File: config.mk
export PLATFORM = sky130hd
export DESIGN_NAME = seg7_bcd_fmt_flat
export DESIGN_NICKNAME = d
export VERILOG_FILES = /design/src/rtl/seg7_bcd_fmt_if.sv /design/src/rtl/seg7_bcd_fmt.sv /design/src/flat_wrapper.sv
export SDC_FILE = /design/constraint.sdc
export NUM_CORES = 1
export LEC_CHECK = 0
export BUFFER_PORTS_ARGS = -buffer_cell sky130_fd_sc_hd__buf_4
export CORE_MARGIN = 3
export CORE_UTILIZATION = 61
export CTS_CLUSTER_SIZE = 30
export DETAILED_ROUTE_END_ITERATION = 12
export PLACE_DENSITY_LB_ADDON = 0.12
export SYNTH_ARGS = -nofsm -noshare
export SYNTH_HDL_FRONTEND = slang
export SYNTH_SLANG_ARGS = --single-unit
export TNS_END_PERCENT = 100
File: constraint.sdc
create_clock -name clk -period 3.4 [get_ports clk]
set_input_delay 0 -clock clk [delete_from_list [all_inputs] [get_ports clk]]
set_output_delay 0 -clock clk [all_outputs]
set_load 0.01 [all_outputs]
File: src/rtl/seg7_bcd_fmt_if.sv
// seg7_bcd_fmt_if: handshake and result bundle for the binary-to-BCD formatter.
//   value : unsigned binary value to convert (WIDTH bits)
//   start : conversion request
//   clr   : synchronous abort of a running conversion
//   x     : packed BCD digit nibbles {d3,d2,d1,d0} for the 7-segment controller
//   busy  : conversion in progress
//   done  : one-cycle pulse when x has just been updated
//   ovf   : last converted value did not fit in four digits
// master drives the request side; slave is the formatter.
interface seg7_bcd_fmt_if #(
  parameter int WIDTH = 16
);
  logic [WIDTH-1:0] value;
  logic             start;
  logic             clr;
  logic [15:0]      x;
  logic             busy;
  logic             done;
  logic             ovf;

  modport master (output value, start, clr, input x, busy, done, ovf);
  modport slave  (input value, start, clr, output x, busy, done, ovf);
endinterface

File: src/rtl/seg7_bcd_fmt.sv
// seg7_bcd_fmt: sequential binary-to-BCD formatter feeding the 4-digit 7-segment
// display controller. A start pulse latches an unsigned value; a double-dabble
// engine converts one bit per clock; the result is registered as four packed
// nibbles. Values above OVF_LIMIT are shown as four dashes (nibble 0xA).
//
// Ports:
//   clk    : clock
//   rst_ni : asynchronous active-low reset
//   bus    : seg7_bcd_fmt_if.slave (value, start, clr in; x, busy, done, ovf out)
//
// Optional build macro SEG7_BCD_LZB_EN: blank leading zero digits d3..d1 with
// nibble 0xB in non-overflow results (d0 is never blanked).
module seg7_bcd_fmt #(
  parameter int WIDTH     = 16,
  parameter int OVF_LIMIT = 9999
) (
  input logic           clk,
  input logic           rst_ni,
  seg7_bcd_fmt_if.slave bus
);

  localparam int CW = $clog2(WIDTH + 1);

  typedef enum logic [1:0] {
    ST_IDLE  = 2'd0,
    ST_SHIFT = 2'd1,
    ST_FMT   = 2'd2
  } state_e;

  state_e           state_r;
  logic [WIDTH-1:0] bin_r;
  logic [15:0]      bcd_r;
  logic [CW-1:0]    cnt_r;
  logic             ovf_next_r;
  logic [15:0]      x_r;
  logic             busy_r;
  logic             done_r;
  logic             ovf_r;

  logic [15:0]      bcd_step_s;
  logic [15:0]      fmt_s;
  logic             ovf_in_s;

  // One double-dabble step: correct every nibble >=5 by +3, then shift in the next bit.
  function automatic logic [15:0] dabble_step(input logic [15:0] bcd, input logic in_bit);
    logic [15:0] adj;
    for (int i = 0; i < 4; i++) begin
      if (bcd[i*4 +: 4] >= 4'd5) begin
        adj[i*4 +: 4] = bcd[i*4 +: 4] + 4'd3;
      end else begin
        adj[i*4 +: 4] = bcd[i*4 +: 4];
      end
    end
    return (adj << 1) | {15'd0, in_bit};
  endfunction

`ifdef SEG7_BCD_LZB_EN
  // Replace leading zero digits d3, d2, d1 with blank (0xB), stopping at the first non-zero.
  function automatic logic [15:0] blank_leading(input logic [15:0] bcd);
    logic [15:0] r;
    logic        lead;
    r    = bcd;
    lead = 1'b1;
    for (int i = 3; i >= 1; i--) begin
      if (lead && (bcd[i*4 +: 4] == 4'd0)) begin
        r[i*4 +: 4] = 4'hB;
      end else begin
        lead = 1'b0;
      end
    end
    return r;
  endfunction
`endif

  // Next-step datapath values and the overflow decision on the incoming value.
  always_comb begin
    bcd_step_s = dabble_step(bcd_r, bin_r[WIDTH-1]);
`ifdef SEG7_BCD_LZB_EN
    fmt_s      = blank_leading(bcd_r);
`else
    fmt_s      = bcd_r;
`endif
    // Zero-extend both sides to 64 bits so any legal WIDTH compares correctly.
    ovf_in_s   = ({{(64-WIDTH){1'b0}}, bus.value} > 64'(OVF_LIMIT));
  end

  // Conversion FSM with registered result and handshake outputs.
  always_ff @(posedge clk or negedge rst_ni) begin
    if (!rst_ni) begin
      state_r    <= ST_IDLE;
      bin_r      <= '0;
      bcd_r      <= 16'h0000;
      cnt_r      <= '0;
      ovf_next_r <= 1'b0;
      x_r        <= 16'h0000;
      busy_r     <= 1'b0;
      done_r     <= 1'b0;
      ovf_r      <= 1'b0;
    end else begin
      done_r <= 1'b0;
      case (state_r)
        ST_IDLE: begin
          // clr wins over start while idle.
          if (!bus.clr && bus.start) begin
            bin_r      <= bus.value;
            bcd_r      <= 16'h0000;
            cnt_r      <= CW'(WIDTH);
            ovf_next_r <= ovf_in_s;
            busy_r     <= 1'b1;
            state_r    <= ST_SHIFT;
          end else begin
            state_r <= ST_IDLE;
          end
        end
        ST_SHIFT: begin
          if (bus.clr) begin
            busy_r  <= 1'b0;
            state_r <= ST_IDLE;
          end else begin
            bcd_r <= bcd_step_s;
            bin_r <= bin_r << 1;
            cnt_r <= cnt_r - CW'(1);
            if (cnt_r == CW'(1)) begin
              state_r <= ST_FMT;
            end else begin
              state_r <= ST_SHIFT;
            end
          end
        end
        ST_FMT: begin
          if (bus.clr) begin
            busy_r  <= 1'b0;
            state_r <= ST_IDLE;
          end else begin
            // An overflowed accumulator is meaningless; show dashes instead.
            x_r     <= ovf_next_r ? 16'hAAAA : fmt_s;
            ovf_r   <= ovf_next_r;
            done_r  <= 1'b1;
            busy_r  <= 1'b0;
            state_r <= ST_IDLE;
          end
        end
        default: begin
          busy_r  <= 1'b0;
          state_r <= ST_IDLE;
        end
      endcase
    end
  end

  assign bus.x    = x_r;
  assign bus.busy = busy_r;
  assign bus.done = done_r;
  assign bus.ovf  = ovf_r;

endmodule
File: src/flat_wrapper.sv
// flat-port wrapper written by rule: the top's interface ports become plain ports
module seg7_bcd_fmt_flat 
#(
  parameter int WIDTH     = 16,
  parameter int OVF_LIMIT = 9999
)
  (clk, rst_ni, bus_value, bus_start, bus_clr, bus_x, bus_busy, bus_done, bus_ovf);
  seg7_bcd_fmt_if #(.WIDTH(WIDTH)) bus_i ();
  input logic clk;
  input logic rst_ni;
  input wire logic [$bits(bus_i.value)-1:0] bus_value;
  input wire logic [$bits(bus_i.start)-1:0] bus_start;
  input wire logic [$bits(bus_i.clr)-1:0] bus_clr;
  output wire logic [$bits(bus_i.x)-1:0] bus_x;
  output wire logic [$bits(bus_i.busy)-1:0] bus_busy;
  output wire logic [$bits(bus_i.done)-1:0] bus_done;
  output wire logic [$bits(bus_i.ovf)-1:0] bus_ovf;
  assign bus_i.value = bus_value;
  assign bus_i.start = bus_start;
  assign bus_i.clr = bus_clr;
  assign bus_x = bus_i.x;
  assign bus_busy = bus_i.busy;
  assign bus_done = bus_i.done;
  assign bus_ovf = bus_i.ovf;
  seg7_bcd_fmt #(.WIDTH(WIDTH), .OVF_LIMIT(OVF_LIMIT)) u_core (.clk(clk), .rst_ni(rst_ni), .bus(bus_i));
endmodule
Yosys cells after proc, flatten, opt, wreduce, memory -nomap -nowiden
Index checks and enable logic that the tools add are counted.
{ "totals": {"out_inout_bits": 19, "ff_bits": 59} }
{ "op_classes": {"add_sub_neg": 5, "mux": 23, "reduce_logical": 8, "eq_ne": 6, "n_bitwise": 2, "magnitude_cmp": 5} }
{ "op_table": {"columns": ["op", "count"], "rows": [
  ["16-bit 2-to-1 mux", 5],
  ["16-bit one-hot mux with 2 select lines", 2],
  ["4-bit by 3-bit greater-or-equal comparator with 1-bit output (second input constant)", 4],
  ["16-bit by 14-bit greater-than comparator with 1-bit output (second input constant)", 1],
  ["16-bit by 1-bit bitwise OR with 16-bit output", 1],
  ["4-bit by 2-bit adder with 4-bit output (second input constant)", 3],
  ["4-bit 2-to-1 mux", 3],
  ["5-bit 2-to-1 mux", 2],
  ["5-bit one-hot mux with 2 select lines", 1],
  ["2-bit AND reduction", 3],
  ["5-bit by 1-bit equality test with 1-bit output (second input constant)", 1],
  ["1-bit 2-to-1 mux", 5],
  ["5-bit by 1-bit subtractor with 5-bit output (second input constant)", 1],
  ["2-bit 2-to-1 mux", 2],
  ["2-bit != test (second input constant)", 2],
  ["2-bit one-hot mux with 2 select lines", 1],
  ["3-bit by 2-bit adder with 3-bit output (second input constant)", 1],
  ["3-bit 2-to-1 mux", 1],
  ["3-bit AND reduction", 1],
  ["2-bit by 1-bit equality test with 1-bit output (second input constant)", 1],
  ["2-bit equality test (second input constant)", 1],
  ["2-bit zero test", 1],
  ["2-bit by 1-bit != test with 1-bit output (second input constant)", 1],
  ["1-bit one-hot mux with 2 select lines", 1],
  ["other kinds (4)", 4]
]} }

Depth between registers and ports, before layout
Gate-level depths: netlist of run 1.
{ "logic_depth": {"ltp_word": 5, "mapped_depth": 6, "mapped_depth_nobuf": 6} }

Worst setup path after synthesis of run 1
No wires, ideal clock.
{ "synth_path": {"kind": "reg-to-reg", "from": "reg u_core.state_r[0]", "to": "reg u_core.bcd_r[11]", "synth_period_minus_slack_ns": 1.435, "setup_time_ns": 0.122, "path_slack_ns": 1.965, "path_stages_with_launch": 7, "t_arrival_ns": 1.314, "n_path_buf": 2, "cell_sequence": "dfrtp_1 nor4b_1 or2_1 buf_2 buf_6 o31ai_1 a32o_1"} }
{ "synth_via": {"elab_chain_cells": 3, "word_cells_on_any_way": 7, "cone_classes": "eq/ne (3); mux (1); reduce/logical (3)"} }
{ "synth_rtl": {"columns": ["item", "line", "rtl"], "rows": [
  ["start: declaration", "seg7_bcd_fmt.sv:30", "state_e state_r;"],
  ["start signal: assignment", "seg7_bcd_fmt.sv:90", "state_r <= ST_IDLE;"],
  ["start signal: assignment", "seg7_bcd_fmt.sv:110", "state_r <= ST_SHIFT;"],
  ["start signal: assignment", "seg7_bcd_fmt.sv:112", "state_r <= ST_IDLE;"],
  ["2-bit by 1-bit equality test with 1-bit output or 2-bit zero test (tied branches)", "seg7_bcd_fmt.sv:101", "case (state_r)"],
  ["2-bit != test (no line), or another cell as far along", null, null],
  ["3-bit AND reduction (no line)", null, null],
  ["end signal: assignment", "seg7_bcd_fmt.sv:120", "bcd_r <= bcd_step_s;"],
  ["end: declaration", "seg7_bcd_fmt.sv:32", "logic [15:0] bcd_r;"]
]} }
Parallel ways exist; a longest one is shown, timed or not.
A chain may end at the register's enable or synchronous reset.

Final worst setup path of run 1
{ "layout_path": {"from": "reg u_core.state_r[0]", "to": "reg u_core.bin_r[11]"} }
{ "layout_via": {"elab_chain_cells": 3, "word_cells_on_any_way": 7, "cone_classes": "eq/ne (3); mux (1); reduce/logical (3)"} }
{ "layout_rtl": {"columns": ["item", "line", "rtl"], "rows": [
  ["2-bit by 1-bit equality test with 1-bit output or 2-bit zero test (tied branches)", "seg7_bcd_fmt.sv:101", null],
  ["2-bit != test (no line), or another cell as far along", null, null],
  ["3-bit AND reduction (no line)", null, null],
  ["end signal: assignment", "seg7_bcd_fmt.sv:105", "bin_r <= bus.value;"],
  ["end signal: assignment", "seg7_bcd_fmt.sv:121", "bin_r <= bin_r << 1;"],
  ["end: declaration", "seg7_bcd_fmt.sv:31", "logic [WIDTH-1:0] bin_r;"]
]} }
Parallel ways exist; a longest one is shown, timed or not.

==> impl_metrics.csv, run 1 <==
group,metric,value,unit
synthesis,syn_area_per_cell,9.831,sq um
grt,grtUsageMet3,0.07851,
critical_path,path_class,"reg -> reg",
synthesis,muxShareOfSynthArea,0.01818,
cts,path_clk_slew,0.06,ns
timing,timing.hold.ws,0.03243,ns
timing,final-hold-violation-count,0,
grt,use_met2,0.4022,
worst_hold_path,min_path_type,"in -> reg",
finish,nets,365,
critical_path,critical_path_required,3.65,ns
place,dpl.hpwl,3594,um
cts,cts_buffer_depth,2,
synthesis,ys_warn_count,0,
timing,slew_violations,0,
power,pwr-share-seq,0.479,
critical_path,cp-end-kind,"register",
critical_path,arrival,2.49,ns
timing,finClkSkew,0.006780,ns
grt,antenna_found_initial,0,
synthesis,synth-adder-area-share,0.04545,
detailed_routing,drt_iter0_drc,197,
critical_path,crit_slowest_cell,"or2_1",
job,drv_cap,0,
critical_path,crit_buf_inv,2,
timing,setup_slack,1.163,ns
synthesis,synth_top_family_by_area,"simple AND/OR/NAND/NOR gates",
critical_path,cp_top_family,"simple AND/OR/NAND/NOR gates",
detailed_routing,wire_per_inst,15.01,um
synthesis,synth_top_cell_by_area,"dfrtp_1",
power,switching_share,0.3099,
floorplanning,die_w,73.18,um
grt,grt_max_degree,60,
status,status,"finished, final reports clean",
timing,fin_tns_setup,0,ns
floorplanning,io_pins,39,
synthesis,synth_compound_area_frac,0.1550,
detailed_routing,dr.pass1.iters,5,
cts,hold_buffers,17,
floorplanning,initial_core_util,0.6597,
timing,rsz0062_at_grt,"no",
place,gp_congestion,0.8342,
place,port_buffers,38,
timing,setup_violations,0,
critical_path,crit_fanout,25,
synthesis,synthSimpleGateAreaFrac,0.1736,
finish,syn2layout_area_growth,23.77,%
power,p_per_area,592.0,nW/um^2
cts,htreeDepth,3,
cts,cts_tree,"yes",
floorplanning,rows,23,
synthesis,netlist_top_cells_area,"dfrtp_1 (54%), nand2_1 (8.7%), ha_1 (4.5%)",
detailed_routing,routed_via_density,5.635,
grt,grt_first_pass_wirelength,10110,um
detailed_routing,drc_errors,0,
critical_path,cpMostUsedCell,"buf_4",
finish,diodes,0,
detailed_routing,num_vias,2192,
cts,post_cts_buffers,0,
grt,grt_overflow,0,
grt,grt_busiest_layer,"met2",
place,dp_slack,1.188,ns
critical_path,startpoint_type,"register",
cts,clock_sinks,59,
synthesis,synthesis.nets,310,
timing,fmax,0.4471,GHz
grt,first_global_vias,2099,
timing,tightest_slew,0.9580,ns
synthesis,synth-xor-area-share,0.02864,
grt,grt_usage,0.2529,
power,p_comb_frac,0.236,
synthesis,synth-seq-cells,59,
power,intPower,1.392,mW
floorplanning,die_y,73.18,um
grt,met1_usage,0.3361,
cts,root_buffer,"clkbuf_8",
synthesis,yosys.area.top_type_share,0.5364,
floorplanning,core_area,4173,sq um
finish,drive_above_1_share,0.1711,
critical_path,slowest_delay,0.65,ns
power,switchingPower,0.6250,mW
cts,insertion_delay,0.33,ns
timing,min_period_over_period,0.6579,
synthesis,syn_area,2753,sq um
power,power_frac_clock,0.285,
power,leakagePower,1.679,nW
power,ir_worst_vdd,0.0003548,V
floorplanning,die_area,5355,sq um
critical_path,crit_chain,"nor4b_1, buf_4, or2_1, buf_4, nor2_1, a31oi_1",
detailed_routing,wirelength,5840,um
cts,cts_made_buffers,9,
timing,min_period,2.237,ns
synthesis,yosysUniqueCellTypes,35,
synthesis,synth_seq_area_share,0.5364,
detailed_routing,antenna_left,0,
cts,cts_resized,0,
synthesis,synthCells,280,
timing,relSlewSlack,0.3600,
==> cell usage in the layout, fill, tap and decap left out, types with 8 or more instances in the layout <==
| master | instances |
|---|---|
| nand2_1 | 64 |
| dfrtp_1 | 59 |
| buf_4 | 42 |
| nor2_1 | 23 |
| dlygate4sd3_1 | 17 |
| o21ai_0 | 14 |
| a31oi_1 | 13 |
| inv_1 | 12 |
| clkbuf_8 | 12 |
| ha_1 | 10 |
| o31ai_1 | 8 |
==> power by group through the flow <==
| stage | combinational [mW] | clock [mW] | sequential (mW) |
|---|---|---|---|
| 2_1_floorplan | 0.302 | 0 | 0.964 |
| 3_3_place_gp | 0.443 | 0 | 0.970 |
| 3_5_place_dp | 0.460 | 0 | 0.975 |
| 4_1_cts | 0.476 | 0.585 | 0.965 |
| 5_1_grt | 0.542 | 0.621 | 0.989 |
| 6_report | 0.475 | 0.575 | 0.967 |
==> path summary, 6_finish.rpt <==
check                                  startpoint               end  slack (ns)  depth (start not counted)
min in group asynchronous                  rst_ni  u_core.bus.x[12]        0.27                          2
worst max register to register  u_core.state_r[0]  u_core.bin_r[11]        1.16                          6
worst max-delay path            u_core.state_r[0]  u_core.bin_r[11]        1.16                          6
worst min-delay path                      bus_clr   u_core.bus.busy        0.03                          3
worst min register to register   u_core.bus.x[15]  u_core.bus.x[15]        0.47                          2
max in group asynchronous                  rst_ni  u_core.bin_r[14]        2.66                          2
==> cells by family (layout without fill, tap and decap cells) <==
group	after synthesis	in the layout
AO/OA/AOI/OAI	63	63
XOR/XNOR	9	9
adder cells (fa/ha/maj)	10	10
buffers and inverters	27	86
flip-flops	59	59
multiplexers	5	5
AND/OR/NAND/NOR	107	107
==> routing by layer <==
layer	wire [um]	share of wire	vias to the layer above
li1	-	-	1075
met1	2538	0.43	1055
met3	338	0.058	4
met5	0	0	-
met2	2938	0.50	58
met4	25	0.0043	0
==> layout make-up <==
type	count	area (sq um)
tap	50	62.56
clock inverter	2	10.01
timing repair buffer	59	485.5
inverter	12	45.04
clock buffer	13	168.9
sequential	59	1476
fill	267	765.7
multi-input combinational	194	1159
==> cell usage after synthesis <==
cell type	number
a21oi_1	5
inv_1	12
ha_1	10
buf_6	1
nand2b_1	5
a22oi_1	2
clkbuf_1	7
nor4_2	1
nand3_1	2
mux2i_1	5
xor2_1	4
a31oi_1	13
dfrtp_1	59
o21ai_0	14
buf_2	7
nor4b_1	1
a32o_1	4
nor3b_4	1
nor2b_1	1
or3b_1	1
nand4_1	1
nor3_1	1
or2_1	1
a21o_1	1
o41ai_1	1
xnor2_1	5
nand3b_1	5
o32ai_1	3
o22ai_1	5
nand2_1	64
o31ai_1	8
nor2_1	23
a41oi_1	1
a2bb2oi_1	1
a22o_1	5
==> worst min-delay path: cells and delay by family <==
family | cells | cell delay [ns]
buffers and inverters | 1 | 0.12
AND/OR/NAND/NOR | 1 | 0.05
AO/OA/AOI/OAI | 1 | 0.16
==> sequential cells by signal (all words and copies together) (netlist names) <==
register and cells:
u_core.bcd_r 16, u_core.bin_r 16, u_core.bus.busy 1, u_core.bus.done 1, u_core.bus.ovf 1, u_core.bus.x 16, u_core.cnt_r 5, u_core.ovf_next_r 1
u_core.state_r 2
==> through the flow <==
stage	utilization	instances	power, mW	cell area, sq um
2_1_floorplan	-	280	1.266	2753
3_3_place_gp	0.7328	357	1.413	3058
3_5_place_dp	0.7328	357	1.435	3058
4_1_cts	0.8165	389	2.026	3407
5_1_grt	0.8165	389	2.151	3407
6_report	0.8165	389	2.017	3407
(Power assumes the default switching activity.)
==> run 2, diff against run 1 <==
Settings changed: ABC_AREA from default to 1, CORE_UTILIZATION 61 to 57.
Clock period 3.4 ns to 2.1 ns, I/O delays scaled along.
==> run 2 against run 1 <==
Net effect:
- sequential cell count unchanged
- synthesized cell count up 24%
- sequential power grew 57%
- sequential share of layout area shrank 1.8 points
- core utilization is 7.5 points lower
- largest power group unchanged
- highest routed layer unchanged
==> impl_metrics.csv, run 2 <==
group,metric,value,unit
status,status,"finished, final reports clean",
detailed_routing,antenna_left,0,
synthesis,synthesis.nets,377,
critical_path,path_class,"reg -> reg",
cts,cts_buffer_depth,2,
detailed_routing,routed_via_density,5.031,
finish,layout_common_cells,"nand2_1 (91), dfrtp_1 (59), o21ai_0 (48)",
floorplanning,die_area,5930,sq um
power,total_power,3.223,mW
worst_hold_path,min_path_type,"in -> reg",
synthesis,ys_warn_count,0,
place,dpl.hpwl,4050,um
synthesis,yosysUniqueCellTypes,27,
detailed_routing,num_vias,2405,
synthesis,yosys.area.top_type_share,0.5137,
synthesis,yosys-top-cells-count,"nand2_1 (91), dfrtp_1 (59), o21ai_0 (48)",
finish,seq_area,1476,sq um
grt,grt_max_degree,60,
cts,root_buffer,"clkbuf_8",
finish,fillCellCount,400,
timing,slew_violations,0,
finish,mostFrequentLayoutCell,"nand2_1",
critical_path,cp_top_family,"simple AND/OR/NAND/NOR gates",
grt,first_global_vias,2360,
critical_path,crit_fanout,33,
floorplanning,rows,25,
timing,fmax,0.6133,GHz
finish,final_cell_count_no_fill,478,
timing,relSlewSlack,0.5108,
detailed_routing,wirelength,5852,um
finish,postLayoutCoreUtil,0.7420,
finish,multi_input_area,1162,sq um
grt,grt_first_pass_wirelength,10410,um
cts,cts_resized,0,
synthesis,synthCells,347,
job,drv_cap,0,
synthesis,synth-edff-count,0,
finish,syn2layout_area_growth,23.55,%
place,post_dp_cell_area,3222,sq um
power,leakagePower,1.740,nW
synthesis,synth_flop_cell,"dfrtp_1",
critical_path,startpoint_type,"register",
power,p_per_area,907.6,nW/um^2
detailed_routing,drt_iter0_drc,161,
timing,min_period_over_period,0.7765,
finish,diodes,0,
timing,tightest_slew,0.7338,ns
floorplanning,die_w,77.01,um
timing,setup_violations,0,
grt,antenna_found_initial,0,
timing,rsz0062_at_grt,"no",
floorplanning,io_pins,39,
cts,cts_made_buffers,9,
timing,finClkSkew,0.006592,ns
power,ir_worst_vdd,0.0005058,V
grt,grt_usage,0.2226,
critical_path,crit_chain,"nor2_1, nand3_2, nand2_2, o211ai_1, nand2_1",
cts,cts_tree,"yes",
synthesis,syn_area_per_cell,8.282,sq um
finish,drive_above_1_share,0.1703,
synthesis,yosysMostFrequentCell,"nand2_1",
cts,clock_sinks,59,
finish,final_cell_area,3551,sq um
grt,grt_overflow,0,
cts,path_clk_slew,0.07,ns
timing,final-hold-violation-count,0,
timing,fin_tns_setup,0,ns
timing,min_period,1.631,ns
cts,insertion_delay,0.34,ns
place,gp_congestion,0.8572,
critical_path,cp-end-kind,"register",
synthesis,synth-seq-cells,59,
critical_path,crit_buf_inv,0,
synthesis,synth_top_cell_by_area,"dfrtp_1",
critical_path,arrival,1.90,ns
floorplanning,initial_core_util,0.6005,
critical_path,critical_path_required,2.37,ns
synthesis,syn_area,2874,sq um
place,port_buffers,38,
detailed_routing,drc_errors,0,
synthesis,netlist_top_cells_area,"dfrtp_1 (51%), nand2_1 (12%), o21ai_0 (8.4%)",
floorplanning,die_y,77.01,um
synthesis,synth_seq_area_share,0.5137,
finish,nets,436,
synthesis,async_reset_ff_frac,1.000,
critical_path,crit_slowest_cell,"dfrtp_1",
critical_path,slowest_delay,0.45,ns
cts,htreeDepth,3,
floorplanning,core_area,4786,sq um
detailed_routing,wire_per_inst,12.24,um
detailed_routing,dr.pass1.iters,4,
place,dp.cells,447,
run 2: layout make-up:
class	instances	share of cell area
Sequential cell	59	0.4158
Multi-Input combinational cell	230	0.3273
Inverter	49	0.05180
Clock buffer	11	0.04264
Timing Repair Buffer	57	0.1311
Clock inverter	5	0.007752
Tap cell	67	0.02361
run 2: worst register-to-register path, cell delays in order, from the launching register on:
cell,delay [ns]
dfrtp_1,0.45
nor2_1,0.22
nand3_2,0.19
nand2_2,0.45
o211ai_1,0.18
nand2_1,0.09
run 2: logic make-up after synthesis:
logic type,count (synthesis),share of synthesized area
AO/OA/AOI/OAI,76,0.1415
XOR/XNOR,3,0.009144
adder cells (fa/ha/maj),10,0.04354
buffers and inverters,58,0.08184
flip-flops,59,0.5137
AND/OR/NAND/NOR,141,0.2103
run 2: path summary, 6_finish.rpt:
kind                              startpoint                to  slack, ns  depth (start not counted)
hold / removal                  bus_value[9]   u_core.bin_r[9]       0.02                          5
setup reg to reg           u_core.state_r[0]  u_core.bin_r[15]       0.47                          5
hold reg to reg              u_core.bus.x[6]   u_core.bus.x[6]       0.49                          2
max in group asynchronous             rst_ni   u_core.bus.done       1.35                          2
setup / recovery           u_core.state_r[0]  u_core.bin_r[15]       0.47                          5
min in group asynchronous             rst_ni    u_core.bus.ovf       0.26                          2
run 2: through the flow:
step                      setup WS [ns]  hold slack (ns)
final                            0.4694          0.02194
after detailed placement         0.4742           0.1115
after floorplan                  0.8235          -0.2956
after CTS                        0.4538          0.01554
after global routing             0.2589          0.01733
after global placement           0.5640           0.1108
run 2: what timing repair did:
action | in CTS | in global routing
setup buffers | 0 | 0
endpoints found under the hold margin | 73 | 0
hold buffers | 15 | 0
run 2: routing by layer:
metal,wire [um],GRT usage
met3,277,0.04225
met1,2632,0.2574
met2,2822,0.3902
met4,119,0.1174
met5,0,0
run 2: power breakdown:
| group | internal, mW | switching [mW] |
|---|---|---|
| sequential | 1.38 | 0.136 |
| combinational | 0.342 | 0.440 |
| clock | 0.483 | 0.440 |
| total | 2.21 | 1.02 |
==> run 3, diff against run 2 <==
Settings changed: CORE_UTILIZATION 57 to 51.
Clock period 2.1 ns to 1.5 ns, I/O delays scaled along.
==> run 3 against run 2 <==
Net effect:
- the run now ends with negative hold slack left
- non-clock buffer count grew 11
- combinational power up 46%
- hold slack worse by 0.025 ns
- sequential share of layout area decreased by 1.2 points
- fmax rose by 20%
- first-iteration DRC count grew 5.6%
- highest routed layer unchanged
==> impl_metrics.csv, run 3 (same netlist as run 2, synthesis figures left out) <==
group,metric,value,unit
cts,cts_tree,"yes",
critical_path,arrival,1.58,ns
detailed_routing,antenna_left,0,
job,drv_cap,0,
grt,grt_usage,0.2113,
worst_hold_path,hold_path_startpoint,"bus_value[8]",
critical_path,cp.depth,7,
critical_path,crit_start,"u_core.bcd_r[4]",
critical_path,cp_top_family,"flip-flops",
power,total_power,4.652,mW
cts,cts_buffer_depth,2,
detailed_routing,wirelength,6015,um
cts,root_buffer,"clkbuf_8",
finish,final_cell_area,3657,sq um
grt,grt_max_degree,60,
critical_path,path_class,"reg -> reg",
critical_path,crit_chain,"inv_1, ha_1, inv_1, nand2_1, nand3_1, o211ai_1, nand2_1",
timing,setup_violations,0,
detailed_routing,drc_errors,0,
status,violations,"negative hold slack",
worst_hold_path,hold_depth,5,
cts,htreeDepth,3,
detailed_routing,wire_per_inst,12.28,um
power,p_per_area,1272,nW/um^2
critical_path,reg2reg_depth,7,
floorplanning,initial_core_util,0.5453,
floorplanning,die_w,81.07,um
place,gp_congestion,0.7780,
finish,diodes,0,
floorplanning,core_area,5270,sq um
grt,antenna_found_initial,0,
grt,grt_overflow,0,
place,post_dp_cell_area,3298,sq um
floorplanning,die_area,6572,sq um
timing,final-hold-violation-count,1,
finish,layout_common_cells,"nand2_1 (91), dfrtp_1 (59), buf_4 (53)",
place,dpl.hpwl,4007,um
timing,min_period_over_period,0.9023,
grt,first_global_vias,2298,
detailed_routing,drt_iter0_drc,170,
critical_path,critical_path_required,1.73,ns
floorplanning,rows,26,
critical_path,crit_slowest_cell,"dfrtp_1",
finish,mostFrequentLayoutCell,"nand2_1",
power,ir_worst_vdd,0.0007565,V
critical_path,startpoint_type,"register",
detailed_routing,num_vias,2421,
timing,timing.hold.ws,-0.002693,ns
timing,fmax,0.7389,GHz
critical_path,cp-end-kind,"register",
critical_path,crit_buf_inv,2,
cts,cts_made_buffers,9,
critical_path,r2r-start,"u_core.bcd_r[4]",
place,port_buffers,38,
cts,insertion_delay,0.34,ns
timing,relSlewSlack,0.5142,
cts,path_clk_slew,0.06,ns
finish,syn2layout_area_growth,27.25,%
timing,min_period,1.353,ns
finish,postLayoutCoreUtil,0.6940,
critical_path,slowest_delay,0.42,ns
timing,tightest_slew,0.7287,ns
floorplanning,die_y,81.07,um
timing,fin_tns_setup,0,ns
timing,finClkSkew,0.01004,ns
critical_path,crit_fanout,5,
power,leakagePower,1.807,nW
timing,rsz0062_at_grt,"no",
finish,drive_above_1_share,0.1929,
floorplanning,io_pins,39,
timing,slew_violations,0,
detailed_routing,dr.pass1.iters,6,
cts,clock_sinks,59,
finish,nets,447,
worst_hold_path,min_path_type,"in -> reg",
status,status,"finished with violations",
grt,grt_first_pass_wirelength,10410,um
detailed_routing,routed_via_density,4.941,
run 3: layout make-up:
| class | count | area [sq um] |
|---|---|---|
| Clock buffer | 11 | 141.4 |
| Timing Repair Buffer | 68 | 558.0 |
| Sequential cell | 59 | 1476 |
| Multi-Input combinational cell | 230 | 1170 |
| Tap cell | 70 | 87.58 |
| Fill cell | 443 | 1613 |
| Inverter | 49 | 183.9 |
| Clock inverter | 3 | 40.04 |
run 3: per-stage QoR:
step	setup WS, ns	cells
floorplan	0.2235	347
global placement	0.1240	458
detailed placement	0.1287	458
CTS	0.1155	486
global route	0.01888	490
finish	0.1466	490
run 3: where the power goes:
part / leakage (nW) / total (mW) / switching (mW) / internal (mW)
clock: 0.0950 / 1.39 / 0.601 / 0.788
sequential: 0.746 / 2.12 / 0.186 / 1.93
combinational: 0.965 / 1.14 / 0.623 / 0.521
total: 1.81 / 4.65 / 1.41 / 3.24
run 3: worst register-to-register path: cells and delay by family (launching register included):
kind,cells,cell delay [ns]
AOI/OAI and AO/OA,1,0.19
adders and majority gates,1,0.17
buffers and inverters,2,0.16
DFF,1,0.42
and+or+nand+nor,3,0.28
run 3: path summary, 6_finish.rpt:
kind / end / slack (ns)
setup / recovery: u_core.bcd_r[6] / 0.15
hold / removal: u_core.bin_r[8] / -0.003
setup reg to reg: u_core.bcd_r[6] / 0.15
hold reg to reg: u_core.bus.x[6] / 0.49
max in group asynchronous: u_core.cnt_r[0] / 0.75
min in group asynchronous: u_core.bus.done / 0.27
run 3: repair_timing:
action                     4_1_cts  5_1_grt
gates resized for setup          0        2
hold endpoints to repair        72        0
buffers inserted                 0        4
setup endpoints to repair        0        3
hold buffers                    14        0
run 3: layer usage:
layer,share of wire,vias to the layer above,GRT usage
li1,-,1248,-
met1,0.47,1119,0.2714
met2,0.47,48,0.3383
met3,0.051,6,0.06984
met4,0.0095,0,0.06757
met5,0,-,0
